--- config.mk ---
export PLATFORM = sky130hd
export DESIGN_NAME = in_service_ctrl
export DESIGN_NICKNAME = d
export VERILOG_FILES = /design/src/rtl/pic_pkg.sv /design/src/rtl/priority_resolver.sv /design/src/rtl/in_service_ctrl.sv
export SDC_FILE = /design/constraint.sdc
export NUM_CORES = 1
export LEC_CHECK = 0
export CAP_MARGIN = 25
export CORE_MARGIN = 2
export CORE_UTILIZATION = 59
export CTS_BUF_LIST = sky130_fd_sc_hd__clkbuf_8
export DETAILED_ROUTE_END_ITERATION = 7
export GPL_TIMING_DRIVEN = 0
export HOLD_SLACK_MARGIN = 0.02
export MAX_ROUTING_LAYER = met4
export PLACE_DENSITY = 0.95
export SYNTH_ARGS = -nofsm -noshare
export SYNTH_HDL_FRONTEND = slang
export SYNTH_SLANG_ARGS = --single-unit
--- constraint.sdc ---
create_clock -name clock -period 6.7 [get_ports clock]
set_input_delay 1.34 -clock clock [delete_from_list [all_inputs] [get_ports clock]]
set_output_delay 1.34 -clock clock [all_outputs]
set_load 0.02 [all_outputs]
--- src/rtl/pic_pkg.sv ---
// pic_pkg: shared definitions for the PIC datapath.
//   - OCW2 {R, SL, EOI} command encodings.
//   - Cyclic rotate helpers and a lowest-set-bit isolator. They work on a
//     32-bit container, because 32 is the largest supported level count.
//     The active width is passed in as 'levels'; bits at and above 'levels'
//     are returned as zero.
package pic_pkg;

    localparam int unsigned MAX_LEVELS = 32;

    // OCW2 {R, SL, EOI}
    localparam logic [2:0] ROT_AEOI_CLR    = 3'b000;
    localparam logic [2:0] EOI_NONSPEC     = 3'b001;
    localparam logic [2:0] EOI_NOP         = 3'b010;
    localparam logic [2:0] EOI_SPEC        = 3'b011;
    localparam logic [2:0] ROT_AEOI_SET    = 3'b100;
    localparam logic [2:0] EOI_ROT_NONSPEC = 3'b101;
    localparam logic [2:0] SET_PRIORITY    = 3'b110;
    localparam logic [2:0] EOI_ROT_SPEC    = 3'b111;

    // Result bit i takes input bit (i + amt) mod levels. amt must be < levels.
    function automatic logic [MAX_LEVELS-1:0] rotate_right(
        input logic [MAX_LEVELS-1:0] vec,
        input int unsigned           amt,
        input int unsigned           levels
    );
        logic [MAX_LEVELS-1:0] r;
        int unsigned           idx;
        r = '0;
        for (int unsigned i = 0; i < MAX_LEVELS; i++) begin
            if (i < levels) begin
                idx = i + amt;
                if (idx >= levels) idx = idx - levels;
                r[i] = vec[idx[4:0]];
            end
        end
        return r;
    endfunction

    // This is the inverse of rotate_right. Result bit (i + amt) mod levels
    // takes input bit i.
    function automatic logic [MAX_LEVELS-1:0] rotate_left(
        input logic [MAX_LEVELS-1:0] vec,
        input int unsigned           amt,
        input int unsigned           levels
    );
        logic [MAX_LEVELS-1:0] r;
        int unsigned           idx;
        r = '0;
        for (int unsigned i = 0; i < MAX_LEVELS; i++) begin
            if (i < levels) begin
                idx = i + amt;
                if (idx >= levels) idx = idx - levels;
                r[idx[4:0]] = vec[i];
            end
        end
        return r;
    endfunction

    // Keeps only the lowest set bit. The two's-complement trick gives zero
    // when the input is zero.
    function automatic logic [MAX_LEVELS-1:0] resolve_lowest(
        input logic [MAX_LEVELS-1:0] vec
    );
        return vec & (~vec + 32'd1);
    endfunction

endpackage

--- src/rtl/priority_resolver.sv ---
// priority_resolver: picks the highest-priority set bit of a request vector
// under cyclic priority. The level just after 'rotate' is the most important,
// and 'rotate' itself is the least important. The IRR side uses this block too.
// Ports:
//   masked  in  LEVELS : candidate vector (ISR or IRR after masking)
//   rotate  in  PRIO_W : index of the lowest-priority level
//   highest out LEVELS : one-hot winner, or 0 when masked is 0
module priority_resolver
    import pic_pkg::*;
#(
    parameter int LEVELS = 8,
    parameter int PRIO_W = $clog2(LEVELS)
) (
    input  logic [LEVELS-1:0] masked,
    input  logic [PRIO_W-1:0] rotate,
    output logic [LEVELS-1:0] highest
);

    int unsigned start;

    // Rotate so that the top-priority level lands on bit 0. Then take the
    // lowest set bit and rotate the result back into place.
    always_comb begin
        start = 32'(rotate) + 32'd1;
        if (start >= LEVELS) start = 0;
        highest = LEVELS'(rotate_left(
                      resolve_lowest(rotate_right(32'(masked), start, LEVELS)),
                      start, LEVELS));
    end

endmodule

--- src/rtl/in_service_ctrl.sv ---
// in_service_ctrl: PIC in-service register. It handles these actions:
//   - it latches the acknowledged level on the first INTA;
//   - it runs the OCW2 EOI and rotation commands;
//   - it runs auto-EOI at the end of the INTA sequence.
// It keeps the priority rotation state and publishes the highest unmasked
// in-service level.
// Ports:
//   clock, reset (sync, active-high)
//   latch_in_service, interrupt      : set ISR bits from the acknowledged level
//   end_of_ack, auto_eoi_mode        : auto-EOI trigger and enable
//   eoi_valid, eoi_cmd, eoi_level    : OCW2 strobe, {R,SL,EOI}, L field
//   special_mask_mode, interrupt_special_mask : SMM view of the ISR
//   in_service_register, highest_level_in_service, priority_rotate,
//   rotate_in_aeoi                   : outputs
module in_service_ctrl
    import pic_pkg::*;
#(
    parameter int LEVELS = 8,
    parameter int PRIO_W = $clog2(LEVELS)
) (
    input  logic              clock,
    input  logic              reset,
    input  logic              latch_in_service,
    input  logic [LEVELS-1:0] interrupt,
    input  logic              end_of_ack,
    input  logic              auto_eoi_mode,
    input  logic              eoi_valid,
    input  logic [2:0]        eoi_cmd,
    input  logic [PRIO_W-1:0] eoi_level,
    input  logic              special_mask_mode,
    input  logic [LEVELS-1:0] interrupt_special_mask,
    output logic [LEVELS-1:0] in_service_register,
    output logic [LEVELS-1:0] highest_level_in_service,
    output logic [PRIO_W-1:0] priority_rotate,
    output logic              rotate_in_aeoi
);

    logic [LEVELS-1:0] isr_q, isr_d;
    logic [LEVELS-1:0] aeoi_level_q, aeoi_level_d;
    logic [PRIO_W-1:0] prio_rot_q, prio_rot_d;
    logic              rot_aeoi_q, rot_aeoi_d;

    logic [LEVELS-1:0] masked_isr;
    logic [LEVELS-1:0] highest;
    logic [LEVELS-1:0] eoi_clear;
    logic [LEVELS-1:0] aeoi_clear;
    logic [LEVELS-1:0] level_onehot;
    logic              level_ok;

    // Returns the index of the lowest set bit. Normally the input is one-hot.
    function automatic logic [PRIO_W-1:0] lowest_index(input logic [LEVELS-1:0] v);
        logic [PRIO_W-1:0] idx;
        idx = '0;
        for (int i = LEVELS - 1; i >= 0; i--) begin
            if (v[i]) idx = PRIO_W'(i);
        end
        return idx;
    endfunction

    assign masked_isr = special_mask_mode ? (isr_q & ~interrupt_special_mask) : isr_q;

    priority_resolver #(
        .LEVELS (LEVELS),
        .PRIO_W (PRIO_W)
    ) u_resolver (
        .masked  (masked_isr),
        .rotate  (prio_rot_q),
        .highest (highest)
    );

    // Level fields that are out of range can only occur when LEVELS is not a
    // power of two. Those commands are dropped entirely.
    assign level_ok     = 32'(eoi_level) < LEVELS;
    assign level_onehot = level_ok ? (LEVELS'(1) << eoi_level) : '0;

    // NOTE: every output of this block gets a default first, so no path leaves
    // a signal unassigned and no latch is inferred.
    always_comb begin
        eoi_clear    = '0;
        aeoi_clear   = '0;
        prio_rot_d   = prio_rot_q;
        rot_aeoi_d   = rot_aeoi_q;
        aeoi_level_d = latch_in_service ? interrupt : aeoi_level_q;

        // Auto-EOI is evaluated first, so a rotation from an OCW2 command in
        // the same cycle replaces the auto-EOI rotation.
        if (end_of_ack && auto_eoi_mode) begin
            aeoi_clear = aeoi_level_q;
            if (rot_aeoi_q && |aeoi_level_q) prio_rot_d = lowest_index(aeoi_level_q);
        end

        if (eoi_valid) begin
            unique case (eoi_cmd)
                EOI_NONSPEC: eoi_clear = highest;
                EOI_SPEC:    eoi_clear = level_onehot;
                EOI_ROT_NONSPEC: begin
                    // An empty masked view leaves the rotation untouched as well.
                    if (|highest) begin
                        eoi_clear  = highest;
                        prio_rot_d = lowest_index(highest);
                    end
                end
                EOI_ROT_SPEC: begin
                    if (level_ok) begin
                        eoi_clear  = level_onehot;
                        prio_rot_d = eoi_level;
                    end
                end
                SET_PRIORITY: begin
                    if (level_ok) prio_rot_d = eoi_level;
                end
                ROT_AEOI_SET: rot_aeoi_d = 1'b1;
                ROT_AEOI_CLR: rot_aeoi_d = 1'b0;
                EOI_NOP:      ;
                default:      ;
            endcase
        end

        // If a set and a clear hit the same bit, the set wins.
        isr_d = (isr_q & ~eoi_clear & ~aeoi_clear) | (latch_in_service ? interrupt : '0);
    end

    // NOTE: non-blocking assignments here, so every flop samples the pre-edge
    // values computed above.
    always_ff @(posedge clock) begin
        if (reset) begin
            isr_q        <= '0;
            aeoi_level_q <= '0;
            prio_rot_q   <= PRIO_W'(LEVELS - 1);
            rot_aeoi_q   <= 1'b0;
        end else begin
            isr_q        <= isr_d;
            aeoi_level_q <= aeoi_level_d;
            prio_rot_q   <= prio_rot_d;
            rot_aeoi_q   <= rot_aeoi_d;
        end
    end

    assign in_service_register      = isr_q;
    assign highest_level_in_service = highest;
    assign priority_rotate          = prio_rot_q;
    assign rotate_in_aeoi           = rot_aeoi_q;

endmodule

Word level (Yosys, flattened, before mapping)
Cells that the tools add are included.

storage, ports and cells
  memories = 0
  bits in writable memories = 0
  register bits = 20
  latch bits = 0
  output and inout port bits = 20
  bits in read-only memories = 0

operators by class
  eq/ne operators = 6
  div/mod/pow operators = 0
  multipliers = 0
  $add $sub $neg = 17
  bitwise operators = 10
  reductions and logical operators = 17
  shift-type cells = 1
  muxes and demuxes = 76
  $lt $le $gt $ge = 25

operators by type and width
  cell                                                        count
  >= comparator 32 x 4 -> 1 bit, second input constant        8
  bitwise mux 32 bit                                          7
  two-way mux 3 bit                                           20
  less-than comparator 5 x 6 -> 1 bit, second input constant  8
  binary-select mux 1 bit (select 5 bit)                      8
  demux 1 bit (select 5 bit)                                  8
  >= comparator 5 x 1 -> 1 bit, second input constant         8
  two-way mux 5 bit                                           8
  two-way mux 8 bit                                           5
  subtractor 5 x 4 -> 5 bit, second input constant            8
  bitwise AND 32 bit                                          1
  bitwise AND 8 bit                                           4
  NOT 8 bit                                                   4
  one-hot mux 8 bit (3 select lines)                          1
  adder 3 x 4 -> 5 bit, first input constant                  4
  two-way mux 1 bit                                           16
  OR reduction 8 bit                                          2
  equality test 3 bit, second input constant                  4
  adder 2 x 4 -> 5 bit, first input constant                  2
  logical AND 1 bit                                           10
  adder 8 x 1 -> 8 bit, second input constant                 1
  OR 8 bit                                                    1
  left shift 1 x 3 -> 8 bit, first input constant             1
  one-hot mux 3 bit (2 select lines)                          1
  other kinds (11)                                            12

Depth between registers and ports, before layout
  depth after elaboration = 30
  gate-level depth with buffers = 23

Modules after synthesis
From an unflattened synthesis, not the netlist that was laid out.

unflattened totals
  cells, all modules = 475
  area total of the unflattened synthesis = 3439.5 µm²

modules (own cells, without submodules)
  module             times used  area an instance (µm²)  sequential area each (µm²)  cells an instance
  priority_resolver  1           2285.9                  0.0                         322
  in_service_ctrl    1           1153.6                  400.4                       153

Worst setup path before layout
Ideal clock, no wire load.

  kind = reg2out
  start = reg prio_rot_q[0], in the netlist priority_rotate[0]
  end = out highest_level_in_service[7]
  buffers on the path = 4
  cell stages (with the launch flop) = 17
  arrival time = 4.106 ns
  slack = 1.254 ns
  cells stage by stage = dfxtp_1 > buf_6 > buf_4 > inv_1 > ha_1 > buf_2 > nand2b_1 > nor3_1 > ha_1 > inv_1 > or4_1 > buf_2 > a2111oi_1 > o2bb2ai_1 > nor4_4 > a21oi_1 > nor4_4

between the ends
  cells in the longest elaborated chain, start to end = 18

RTL lines
  item                                                                                line                                         text
  start: declaration                                                                  in_service_ctrl.sv:40                        logic [PRIO_W-1:0] prio_rot_q, prio_rot_d;
  start signal: assignment                                                            in_service_ctrl.sv:129                       prio_rot_q <= PRIO_W'(LEVELS - 1);
  start signal: assignment                                                            in_service_ctrl.sv:134                       prio_rot_q <= prio_rot_d;
  adder 3 x 1 -> 4 bit *                                                              priority_resolver.sv:24                      start = 32'(rotate) + 32'd1;
  >= comparator 32 x 4 -> 1 bit                                                       priority_resolver.sv:25                      if (start >= LEVELS) start = 0;
  two-way mux 4 bit *                                                                 priority_resolver.sv:25
  adder 1 x 4 -> 5 bit (tied with other cells)                                        pic_pkg.sv:32, pic_pkg.sv:52
  >= comparator 32 x 4 -> 1 bit (tied with other cells)                               pic_pkg.sv:33, pic_pkg.sv:53
  two-way mux 5 bit / binary-select mux 1 bit (select 5 bit) (equally long branches)  pic_pkg.sv:33, pic_pkg.sv:53, pic_pkg.sv:34
  binary-select mux 1 bit (select 5 bit) / two-way mux 1 bit (equally long branches)  pic_pkg.sv:34                                r[i] = vec[idx[4:0]];
  two-way mux 1 bit (not written as such) / NOT 8 bit (equally long branches)         pic_pkg.sv:34, pic_pkg.sv:65
  NOT 8 bit / adder 8 x 1 -> 8 bit (equally long branches)                            pic_pkg.sv:65                                return vec & (~vec + 32'd1);
  adder 8 x 1 -> 8 bit / bitwise AND 8 bit (equally long branches)                    pic_pkg.sv:65
  bitwise AND 8 bit / bitwise AND 32 bit (equally long branches)                      --
  bitwise mux 32 bit (6 in a row)                                                     pic_pkg.sv:54                                r[idx[4:0]] = vec[i];
  bitwise mux 32 bit *                                                                pic_pkg.sv:54
  end: declaration                                                                    in_service_ctrl.sv:33                        output logic [LEVELS-1:0] highest_level_in_service,

Every way passes the cells marked *; elsewhere a longest branch is shown, timed or not. The select of a mux whose other input is x is not followed.

Final worst setup path
  start = reg prio_rot_q[0], in the netlist priority_rotate[0]
  end = out highest_level_in_service[4]

Same word-level chain as after synthesis.

==> qor.csv <==
metric;value;unit
dominant cell type by area after synthesis;dfxtp_1;
Util after Layout;0.718;
MaxCap Viol Count;0;
antenna-violating nets left;0;
# clock sinks;20;
Peak VDD IR;190;µV
Remaining DRCs;0;
CP endpoint kind;primary output;
Starting Density;0.604;
unrepaired setup endpoints after global routing;false;
area of the multi-input gates;3200;µm²
Worst-path clk slew;70;ps
Synth top area share;0.106;
largest net degree at the start of global routing;14;
Layout area overhead;19.0;%
Bufs on Longest Clock Path;2;
max-slew violations;0;
Worst-Margin Slew;781;ps
Fmax;0.160;GHz
DRT iter0 DRCs;587;
CTS Root Cell;clkbuf_8;
Top Ports;49;
Logic pwr share;0.833;
die area;7080;µm²
drt total wl;14000;µm
Routability Congestion;1.09;
net switching power figure;0.825;mW
die height;84.1;µm
minimum clock period;6240;ps
most frequent cells in the layout;81 x nand2_1, 40 x a21oi_1, 39 x clkdlybuf4s50_1, 26 x nor2_1;
row count;29;
Chip Width;84.1;µm
Clock Skews;4.18;ps
Inserted Clock Buffers;3;
via count;4742;
CP max FO;10;
All-Layer GR Usage;0.404;
proportion of layout cells with a drive suffix above 1;0.116;
CP required;5360;ps
total power;1.46;mW
H-tree lvl count;1;
ys flop type;dfxtp_1;
drt pass-1 iters;5;
Layout Nets;636;
Hold Vio Cnt, Final;0;
dpl hpwl;10700;µm
Mapped Cells;528;
Async S/R FF share, synth;0;
grt ovf;0;
initial antenna violation count;0;
Net Sw Frac;0.564;
per-cell routed wire length;21.0;µm
DP Cell Count;659;
CP Class;reg -> out;
post-synth cell types;87;
Port Buffer Count;47;
FF/Latch Area;405;µm²
commonest non-fill, non-tap cell in the layout;nand2_1;
Rel. slew slack;0.479;
vias in the first global route;4419;
ant diodes;0;
Core ar.;6280;µm²
CP Launch Type;flip-flop;
EDFF count, synth;0;
design area;4510;µm²
synthesized area per cell;7.18;µm²
Synth Register Bits;20;
period utilization;0.932;
Yosys Warn Count;0;
internal power;0.637;mW
post-synthesis sequential area ratio;0.106;
Area after DPL;4380;µm²
CTS tree;yes;
Mapped Area;3790;µm²
final setup fails;0;
Critical Path AT;4900;ps
top post-synthesis cells by area;dfxtp_1 11%, nand2_1 8.0%, ha_1 6.6%;
pre-CTS setup slack;-56.4;ps
Lkg Pwr;1.81;nW
class of the worst hold path;reg -> reg;
vias per inst;7.15;
first-pass GRT wire length;22500;µm
Skew-Pair Late Insertion Delay;260;ps
clock power share;0.064;
final setup TNS;0;ps
Filler Cell Count;521;
PwrDens;324;nW/µm²
Cell Count, Final, Fillers Out;663;
Reg power frac;0.103;
Hold Slack;518;ps
status;finished, final reports clean;
setup ws final;459;ps
==> per-layer routing <==
metal / global-route usage / routed length [µm] / vias to the layer above
li1: - / - / 2141
met1: 0.487 / 5270 / 2184
met2: 0.675 / 6460 / 340
met3: 0.0285 / 1300 / 77
met4: 0.210 / 920 / 0
met5: - / 0 / -
==> final cells by class <==
class,instances,share of cell area
repair buffers,47,0.109
flip-flops and latches,20,0.0899
clock buffers,4,0.0122
multi-input cells,461,0.710
well taps,77,0.0214
inverters,24,0.0200
plain buffers,30,0.0380
==> flip-flops by register name, summed over array words and instances, names as in the netlist <==
register	count
in_service_register	8
aeoi_level_q	8
rotate_in_aeoi	1
priority_rotate	3
==> worst max-delay path, cell delays in order (launching register included) <==
cell and delay [ps]:
dfxtp_4 450, buf_6 170, buf_4 210, inv_1 140, ha_1 300, buf_2 200
nand2b_1 200, nor3_1 210, ha_1 220, inv_1 60, or4_1 500, buf_2 180
a2111oi_2 350, o2bb2ai_1 180, nor4_4 340, nand2_2 190, o22ai_1 260, a41oi_2 100
inv_1 140, dlymetal6s2s_1 240
==> logic make-up after synthesis <==
| family | synth area share |
|---|---|
| AO/OA/AOI/OAI | 0.370 |
| XOR/XNOR | 0.00925 |
| adder cells (fa/ha/maj) | 0.0661 |
| buffers and inverters | 0.0680 |
| flip-flops | 0.106 |
| multiplexers | 0.0680 |
| other | 0.00198 |
| AND/OR/NAND/NOR | 0.311 |
==> worst paths after layout <==
kind / depth (start not counted) / endpoint / slack [ps] / start
max: 19 / highest_level_in_service[4] / 460 / priority_rotate[0]
min reg2reg: 2 / in_service_register[5] / 520 / in_service_register[5]
min: 2 / in_service_register[5] / 520 / in_service_register[5]
max reg2reg: 20 / priority_rotate[0] / 1540 / priority_rotate[0]
==> power by group through the flow <==
stage                     logic [mW]  registers, mW  clock network, mW
after floorplan                0.817          0.154                  0
after global placement          1.14          0.150                  0
after detailed placement        1.15          0.150                  0
after CTS                       1.16          0.149             0.0918
after global routing            1.30          0.151             0.0961
final                           1.22          0.150             0.0935
==> synthesized netlist by cell type, drive strengths merged (7+ instances only) <==
cell    number
a21boi      10
nand2       82
and2         7
a22oi        9
nor2        27
o211ai      11
nand4       13
ha          20
dfxtp       20
o21ai       12
a221oi       7
nand2b      15
nand3       21
a21oi       42
nor2b       12
inv         23
buf         16
a211oi       8
clkbuf      14
mux2i       13
nor3b        7
==> what timing repair did <==
item | CTS | global route
endpoints found under the setup margin | 8 | 8
buffers inserted | 0 | 0
pin swaps | 0 | 1
cloned | 0 | 0
resized for setup | 6 | 18
hold buffers | 0 | 0
hold endpoints to repair | 0 | 0
Note: power is estimated with default switching activity, not from simulation.
